--- src/rtl/sublime_wave_fetch_pkg.sv ---
// Shared definitions for the wavetable fetch path: FSM state encoding and default widths.
package sublime_wave_fetch_pkg;

    localparam int unsigned DEF_ADDR_W = 10;
    localparam int unsigned DEF_FRAC_W = 8;
    localparam int unsigned DEF_DATA_W = 16;

    typedef enum logic [1:0] {
        ST_IDLE   = 2'd0,
        ST_FETCH0 = 2'd1,
        ST_FETCH1 = 2'd2,
        ST_CALC   = 2'd3
    } state_t;

endpackage

--- src/rtl/sublime_lerp.sv ---
// Combinational linear interpolator: s0 + ((s1 - s0) * frac) >>> FRAC_W, floor rounding.
module sublime_lerp
    import sublime_wave_fetch_pkg::*;
#(
    parameter int unsigned DATA_W = DEF_DATA_W,
    parameter int unsigned FRAC_W = DEF_FRAC_W
) (
    input  logic signed [DATA_W-1:0] s0,
    input  logic signed [DATA_W-1:0] s1,
    input  logic        [FRAC_W-1:0] frac,
    output logic signed [DATA_W-1:0] sample
);

    logic signed [DATA_W:0]          w_diff;
    logic signed [FRAC_W:0]          w_frac_s;
    logic signed [DATA_W+FRAC_W+1:0] w_prod;
    logic signed [DATA_W+FRAC_W+1:0] w_shift;
    logic signed [DATA_W:0]          w_sum;

    assign w_diff   = $signed({s1[DATA_W-1], s1}) - $signed({s0[DATA_W-1], s0});
    assign w_frac_s = $signed({1'b0, frac});
    assign w_prod   = w_diff * w_frac_s;
    assign w_shift  = w_prod >>> FRAC_W;
    // Result always lies between s0 and s1, so dropping the top bit cannot overflow.
    assign w_sum    = $signed({s0[DATA_W-1], s0}) + $signed(w_shift[DATA_W:0]);
    assign sample   = w_sum[DATA_W-1:0];

endmodule

--- src/rtl/sublime_wave_fetch.sv ---
// Wavetable reader: latches the NCO phase on start, fetches two adjacent entries, interpolates.
module sublime_wave_fetch
    import sublime_wave_fetch_pkg::*;
#(
    parameter int unsigned ADDR_W = DEF_ADDR_W,
    parameter int unsigned FRAC_W = DEF_FRAC_W,
    parameter int unsigned DATA_W = DEF_DATA_W
) (
    input  logic                     clk,
    input  logic                     rst,
    input  logic                     start,
    input  logic [31:0]              wave_addr,
    output logic                     mem_req,
    output logic [ADDR_W-1:0]        mem_addr,
    input  logic                     mem_ack,
    input  logic signed [DATA_W-1:0] mem_data,
    output logic signed [DATA_W-1:0] sample,
    output logic                     sample_valid,
    output logic                     busy,
    output logic                     overrun
);

    state_t                    r_state, w_state_nxt;
    logic [ADDR_W-1:0]         r_idx, w_idx_nxt;
    logic [FRAC_W-1:0]         r_frac, w_frac_nxt;
    logic signed [DATA_W-1:0]  r_s0, w_s0_nxt;
    logic signed [DATA_W-1:0]  r_s1, w_s1_nxt;
    logic                      r_mem_req, w_mem_req_nxt;
    logic [ADDR_W-1:0]         r_mem_addr, w_mem_addr_nxt;
    logic signed [DATA_W-1:0]  r_sample, w_sample_nxt;
    logic                      r_sample_valid, w_sample_valid_nxt;
    logic                      r_overrun, w_overrun_nxt;

    logic [ADDR_W-1:0]         w_in_idx;
    logic [FRAC_W-1:0]         w_in_frac;
    logic signed [DATA_W-1:0]  w_lerp;

    assign w_in_idx  = wave_addr[31 -: ADDR_W];
    assign w_in_frac = wave_addr[31-ADDR_W -: FRAC_W];

    generate
        if (ADDR_W + FRAC_W < 32) begin : g_low_bits
            logic w_unused_low;
            assign w_unused_low = ^wave_addr[31-ADDR_W-FRAC_W:0];
        end
    endgenerate

    sublime_lerp #(
        .DATA_W (DATA_W),
        .FRAC_W (FRAC_W)
    ) u_lerp (
        .s0     (r_s0),
        .s1     (r_s1),
        .frac   (r_frac),
        .sample (w_lerp)
    );

    always_ff @(posedge clk or posedge rst) begin
        if (rst) begin
            r_state        <= ST_IDLE;
            r_idx          <= '0;
            r_frac         <= '0;
            r_s0           <= '0;
            r_s1           <= '0;
            r_mem_req      <= 1'b0;
            r_mem_addr     <= '0;
            r_sample       <= '0;
            r_sample_valid <= 1'b0;
            r_overrun      <= 1'b0;
        end else begin
            r_state        <= w_state_nxt;
            r_idx          <= w_idx_nxt;
            r_frac         <= w_frac_nxt;
            r_s0           <= w_s0_nxt;
            r_s1           <= w_s1_nxt;
            r_mem_req      <= w_mem_req_nxt;
            r_mem_addr     <= w_mem_addr_nxt;
            r_sample       <= w_sample_nxt;
            r_sample_valid <= w_sample_valid_nxt;
            r_overrun      <= w_overrun_nxt;
        end
    end

    always_comb begin
        w_state_nxt        = r_state;
        w_idx_nxt          = r_idx;
        w_frac_nxt         = r_frac;
        w_s0_nxt           = r_s0;
        w_s1_nxt           = r_s1;
        w_mem_req_nxt      = r_mem_req;
        w_mem_addr_nxt     = r_mem_addr;
        w_sample_nxt       = r_sample;
        w_sample_valid_nxt = 1'b0;
        // Any start outside IDLE is dropped; the in-flight operation continues untouched.
        w_overrun_nxt      = start && (r_state != ST_IDLE);

        unique case (r_state)
            ST_IDLE: begin
                if (start) begin
                    w_idx_nxt      = w_in_idx;
                    w_frac_nxt     = w_in_frac;
                    w_mem_req_nxt  = 1'b1;
                    w_mem_addr_nxt = w_in_idx;
                    w_state_nxt    = ST_FETCH0;
                end
            end
            ST_FETCH0: begin
                if (mem_ack) begin
                    w_s0_nxt       = mem_data;
                    w_mem_addr_nxt = r_idx + ADDR_W'(1);
                    w_state_nxt    = ST_FETCH1;
                end
            end
            ST_FETCH1: begin
                if (mem_ack) begin
                    w_s1_nxt      = mem_data;
                    w_mem_req_nxt = 1'b0;
                    w_state_nxt   = ST_CALC;
                end
            end
            ST_CALC: begin
                w_sample_nxt       = w_lerp;
                w_sample_valid_nxt = 1'b1;
                w_state_nxt        = ST_IDLE;
            end
            default: w_state_nxt = ST_IDLE;
        endcase
    end

    assign mem_req      = r_mem_req;
    assign mem_addr     = r_mem_addr;
    assign sample       = r_sample;
    assign sample_valid = r_sample_valid;
    assign overrun      = r_overrun;
    assign busy         = (r_state != ST_IDLE);

endmodule

--- config.mk ---
export PLATFORM = sky130hd
export DESIGN_NAME = sublime_wave_fetch
export DESIGN_NICKNAME = d
export VERILOG_FILES = /design/src/rtl/sublime_wave_fetch_pkg.sv /design/src/rtl/sublime_lerp.sv /design/src/rtl/sublime_wave_fetch.sv
export SDC_FILE = /design/constraint.sdc
export NUM_CORES = 1
export LEC_CHECK = 0
export BUFFER_PORTS_ARGS = -buffer_cell sky130_fd_sc_hd__buf_2
export CORE_UTILIZATION = 55
export CTS_BUF_LIST = sky130_fd_sc_hd__clkbuf_8
export CTS_CLUSTER_SIZE = 25
export DETAILED_ROUTE_END_ITERATION = 7
export GPL_ROUTABILITY_DRIVEN = 0
export HOLD_SLACK_MARGIN = 0.06
export MAX_ROUTING_LAYER = met4
export PLACE_DENSITY = 0.75
export SKIP_LAST_GASP = 1
export SYNTH_ARGS = -nofsm -noshare
export SYNTH_HDL_FRONTEND = slang
export SYNTH_SLANG_ARGS = --single-unit
--- constraint.sdc ---
create_clock -name clk -period 9.1 [get_ports clk]
set_input_delay 0.91 -clock clk [delete_from_list [all_inputs] [get_ports clk]]
set_output_delay 0.91 -clock clk [all_outputs]
set_load 0.01 [all_outputs]
Word level (Yosys, flattened, before mapping) --
Index checks and enable logic that the tools add are counted.
Operators by class: $add $sub $neg 3, $mul 1, divide/modulo/power cells 0, magnitude comparators 0, equal/unequal tests 6, shift operators 0, mux-type cells 11, bitwise gates (word level) 0, reduce and logical (&&, ||, !) cells 11
Operator list (count):
- 17-bit by 9-bit multiplier with 24-bit output | 1
- 10-bit two-way mux | 2
- 10-bit case mux with 2 select lines | 1
- 16-bit by 16-bit subtractor with 17-bit output | 1
- 16-bit adder | 1
- 10-bit by 1-bit adder with 10-bit output (second input constant) | 1
- 3-bit AND reduction | 3
- 2-bit case mux with 4 select lines | 1
- 2-bit two-way mux | 3
- 2-bit inequality test (second input constant) | 3
- 2-bit AND reduction | 3
- 2-bit nonzero test | 3
- 2-bit equality test (second input constant) | 2
- 1-bit two-way mux | 3
- 2-bit by 1-bit equality test with 1-bit output (second input constant) | 1
- 2-bit zero test | 1
- 1-bit case mux with 2 select lines | 1
- 1-bit logical AND | 1
Word-level totals: bits in registers 81, bits in latches 0, RAM bits 0, ROM bits 0, word-level logic and storage cells 42, memories kept 0

Depth between registers and ports, before layout --
depth after elaboration 3, depth in mapped cells 37, depth with buffers taken out 37

Hierarchy --
A second synthesis with hierarchy kept.
Second synthesis, totals: cell total of the unflattened synthesis 970, area, all modules 9322.7 sq um
Modules (own cells, without submodules):
- sublime_lerp | times used 1, cells an instance 731, area each 5920.7 sq um, seq. area each 0.0 sq um
- sublime_wave_fetch | times used 1, cells an instance 239, area each 3402.0 sq um, seq. area each 2026.9 sq um

Least setup slack after synthesis --
No wires, ideal clock.
path type register to register, start point reg r_s0[1], end point reg r_sample[12], in the netlist sample[12], arrival time 7458 ps, setup slack 1517 ps, stages on the path, launching flop included 36, path buffers 0, clock period less this slack 7583 ps, cells stage by stage dfrtp_1 -> inv_1 -> ha_1 -> nor2b_1 -> o21ai_0 -> a21boi_0 -> o21ai_0 -> nand2b_1 -> a21o_1 -> a21oi_1 -> xnor2_1 -> nand2_1 -> fa_1 -> inv_1 -> fa_1 -> inv_1 -> fa_1 -> inv_1 -> fa_1 -> ha_1 -> o21a_1 -> o21ai_0 -> o21ai_2 -> a2111oi_2 -> o21bai_1 -> a21oi_1 -> nor2_1 -> a211oi_1 -> xnor2_1 -> ha_1 -> a21o_1 -> nand2_1 -> a21boi_0 -> a21boi_0 -> xor2_1 -> mux2_2
On the way: cells in the longest elaborated chain, start to end 3
RTL lines:
- start, declared | RTL line sublime_wave_fetch.sv:26 | logic signed [DATA_W-1:0] r_s0, w_s0_nxt;
- start signal, assigned | RTL line sublime_wave_fetch.sv:74 | r_s0 <= w_s0_nxt;
- 16-bit by 16-bit subtractor with 17-bit output | RTL line sublime_lerp.sv:20 | assign w_diff = $signed({s1[DATA_W-1], s1}) - $signed({s0[DATA_W-1], s0});
- 17-bit by 9-bit multiplier with 24-bit output | RTL line sublime_lerp.sv:22 | assign w_prod = w_diff * w_frac_s;
- 16-bit adder * | RTL line sublime_lerp.sv:25 | assign w_sum = $signed({s0[DATA_W-1], s0}) + $signed(w_shift[DATA_W:0]);
- end signal, assigned | RTL line sublime_wave_fetch.sv:78 | r_sample <= w_sample_nxt;
- end, declared | RTL line sublime_wave_fetch.sv:30 | logic signed [DATA_W-1:0] r_sample, w_sample_nxt;
Every way passes the cells marked *; elsewhere a longest branch is shown, timed or not. A chain may end at the register's enable or synchronous reset.

Final worst setup path --
Ends and elaborated chain as after synthesis.

==> out/results.txt <==
Crit. End Element -> flip-flop
Detailed Route WL -> 18460 µm
Synth Instances -> 960
Clock sink total -> 81
Rows -> 46
GRT overflow -> 0
Iter 0 DRT Violations -> 349
Mean Syn Cell Area -> 9.374 µm²
HP Class -> flip-flop to flip-flop
Largest family of logic cells by synthesized area -> adder cells
Slowest stage delay, CP -> 520 ps
Vias in the first global route -> 6753
Number of synthesized flops with an enable pin -> 0
Slew @ Worst Pin -> 1037 ps
Clk buf depth -> 2
Avg WL per Cell -> 14.85 µm
Synth Area in Adders -> 34.40%
Remaining DRCs -> 0
Initial antenna violation count -> 1
Synth warn -> 0
Final Cycle Share -> 93.38%
RSZ-0062 raised after global routing -> false
Num CTS Buffers -> 9
# H-tree levels -> 3
Largest net degree at the start of global routing -> 82
Post-synthesis mux area share -> 7.870%
DRT antenna net count -> 0
Kind of critical path -> flip-flop to flip-flop
Register bit count reported by yosys -> 81
IO Pins -> 82
Startpoint Class -> flip-flop
Xor-xnor portion of the synthesized cell area -> 4.088%
Crit-path leading delay family -> compound AO/OA/AOI/OAI gates
Max cap viols -> 0
Highest Clock Rate -> 0.1177 GHz
Die ar. -> 16880 µm²
Ratio of cells with drive above 1 in the final layout -> 15.89%
Number of port buffers -> 67
Bufs and invs on worst path -> 4
Area Growth Syn to Fin -> 8.635%
Vias after detailed routing -> 6577
Pre-antenna DRT Iters -> 5
Seq/Total Area, Yosys -> 22.53%
Worst path slowest cell -> fa_1
Total core area -> 15940 µm²
DIE WIDTH -> 129.9 µm
Fraction of registers with async set/reset -> 100.0%
Status -> complete, no violations
Worst-Skew Late Latency -> 350 ps
Root buffer cell -> clkbuf_8
Required @ worst endpoint -> 9340 ps
CTS tree -> yes
Fin area -> 9776 µm²
Main flop type after synthesis -> dfrtp_1
CP arrival -> 8740 ps
Final hold vios -> 0
Fillers -> 1323
Synth Area in Compound Gates -> 9.177%
Die Span Y -> 129.9 µm
Placed cell area -> 9568 µm²
Fin crit period -> 8498 ps
Global-route wire length before repair -> 32000 µm
Reg clk slew, reported paths -> 90 ps
Fin cells -> 1243
Placed cell count -> 1226
Starting Density -> 56.44%
# setup viols final -> 0
Syn Nets -> 1197
Setup Total Neg Slack -> 0 ps
Final nets -> 1258
Worst Path Max Fanout -> 8
Synth cell types -> 47
Final HPWL DP -> 14700 µm
Post-Synth Simple-Gate Area -> 13.52%
Gr usage total -> 24.87%
Vias/cell -> 5.291
Synthesized area -> 8999 µm²
Worst rel slew slack -> 29.78%
Fin. max-slew vios -> 0
Setup Skew -> 13.73 ps
-- cells in the final DEF, fill, tap and decap left out, types with 2 or more instances in the layout --
master	count
inv_1	177
fa_1	104
nand2_1	100
ha_1	81
dfrtp_1	81
buf_2	67
mux2_2	62
nor2_1	49
and2_1	41
o21ai_0	35
a21oi_1	31
xnor2_1	26
o21a_1	19
a21o_1	14
xor2_1	14
nor3_1	14
nor2b_1	14
nand3_1	12
clkbuf_8	10
nand2b_1	9
buf_4	7
and3_1	5
or3_1	5
a31oi_1	3
a211oi_1	3
a21boi_0	3
o31a_1	3
or2_2	3
clkinvlp_4	3
nand4_1	2
o21bai_1	2
o21ai_1	2
inv_6	2
-- synth_stat cells (all sizes together), types with 2 or more instances --
master | instances | area share [%]
xnor2 | 27 | 2.6
xor2 | 15 | 1.5
and2 | 41 | 2.9
nand2b | 9 | 0.63
or2 | 3 | 0.21
nor3 | 14 | 0.78
a21boi | 4 | 0.38
nand4 | 2 | 0.14
o21bai | 2 | 0.17
o31ai | 2 | 0.22
or3 | 5 | 0.35
fa | 104 | 23
a211oi | 3 | 0.25
o21a | 19 | 1.6
nor2b | 14 | 0.97
a31oi | 3 | 0.21
mux2 | 62 | 7.8
o21ai | 38 | 2.2
and3 | 5 | 0.35
o31a | 3 | 0.29
a21oi | 32 | 1.8
clkbuf | 24 | 1.0
a21o | 14 | 1.2
dfrtp | 81 | 23
ha | 81 | 11
inv | 178 | 7.4
nor2 | 49 | 2.0
nand3 | 12 | 0.67
nand2 | 100 | 4.2
-- cell families after synthesis --
kind of cell | count (synthesis)
buffers and inverters | 202
muxes | 63
adders and majority gates | 185
xor gates and xnor gates | 42
AOI/OAI and AO/OA | 129
and+or+nand+nor | 258
DFF | 81
-- what timing repair did --
action,4_1_cts,5_1_grt
hold buffers,0,0
endpoints found under the setup margin,0,3
buffers inserted,0,0
gates resized for setup,0,4
-- layer usage --
metal  vias to the layer above  routed length (µm)  share of wire, %  global-route usage [%]
met3                        19                 887               4.8                   3.280
met1                      3218                8400                46                   33.02
met2                       162                8896                48                   40.74
li1                       3178                   -                 -                       -
met4                         0                 274               1.5                   5.814
met5                         -                   0                 0                       -
-- worst min-delay path: cells and delay by family (launching register included) --
| kind | cells | cell delay (ps) |
|---|---|---|
| compound gates | 1 | 60 |
| flops | 1 | 350 |
| simple gates | 1 | 40 |
-- through the flow --
step / util, % / hold slack, ps / setup WS (ps)
after floorplan: - / 479.4 / 1518
after detailed placement: 60.01 / 468.7 / 484.9
after CTS: 61.18 / 490.5 / 401.7
after global routing: 61.32 / 512.3 / 39.33
after global placement: 60.01 / 459.4 / 587.1
final: 61.32 / 488.6 / 602.0
-- area by class of cell --
type / instances / area (µm²) / share of cell area (%)
Antenna cell: 1 / 2.502 / 0.02560
Inverter: 178 / 669.4 / 6.848
Clock buffer: 10 / 137.6 / 1.408
Clock inverter: 6 / 48.80 / 0.4992
Timing Repair Buffer: 74 / 387.9 / 3.968
Sequential cell: 81 / 2027 / 20.73
Multi-Input combinational cell: 677 / 6232 / 63.75
Tap cell: 216 / 270.3 / 2.765
-- registers in the layout, indices dropped and copies added (netlist names) --
name and cells:
r_idx 10, r_s1 16, r_frac 8, sample 16, mem_addr 10, sample_valid 1
r_s0 16, mem_req 1, r_state 2, overrun 1
-- worst paths after layout --
path                                               from                      end  slack, ps  cells after the start
max in group asynchronous                           rst     r_idx[3]$_DFFE_PP0P_       7610                      3
worst max-delay path                r_s0[1]$_DFFE_PP0P_   sample[12]$_DFFE_PP0P_        600                     35
worst max register to register      r_s0[1]$_DFFE_PP0P_   sample[12]$_DFFE_PP0P_        600                     35
worst min register to register  mem_addr[9]$_DFFE_PP0P_  mem_addr[9]$_DFFE_PP0P_        490                      2
min in group asynchronous                           rst    sample[8]$_DFFE_PP0P_        860                      3
worst min-delay path            mem_addr[9]$_DFFE_PP0P_  mem_addr[9]$_DFFE_PP0P_        490                      2
Power is not shown: default switching activity piles up to over one toggle a cycle in this logic, so the estimate is an artifact.
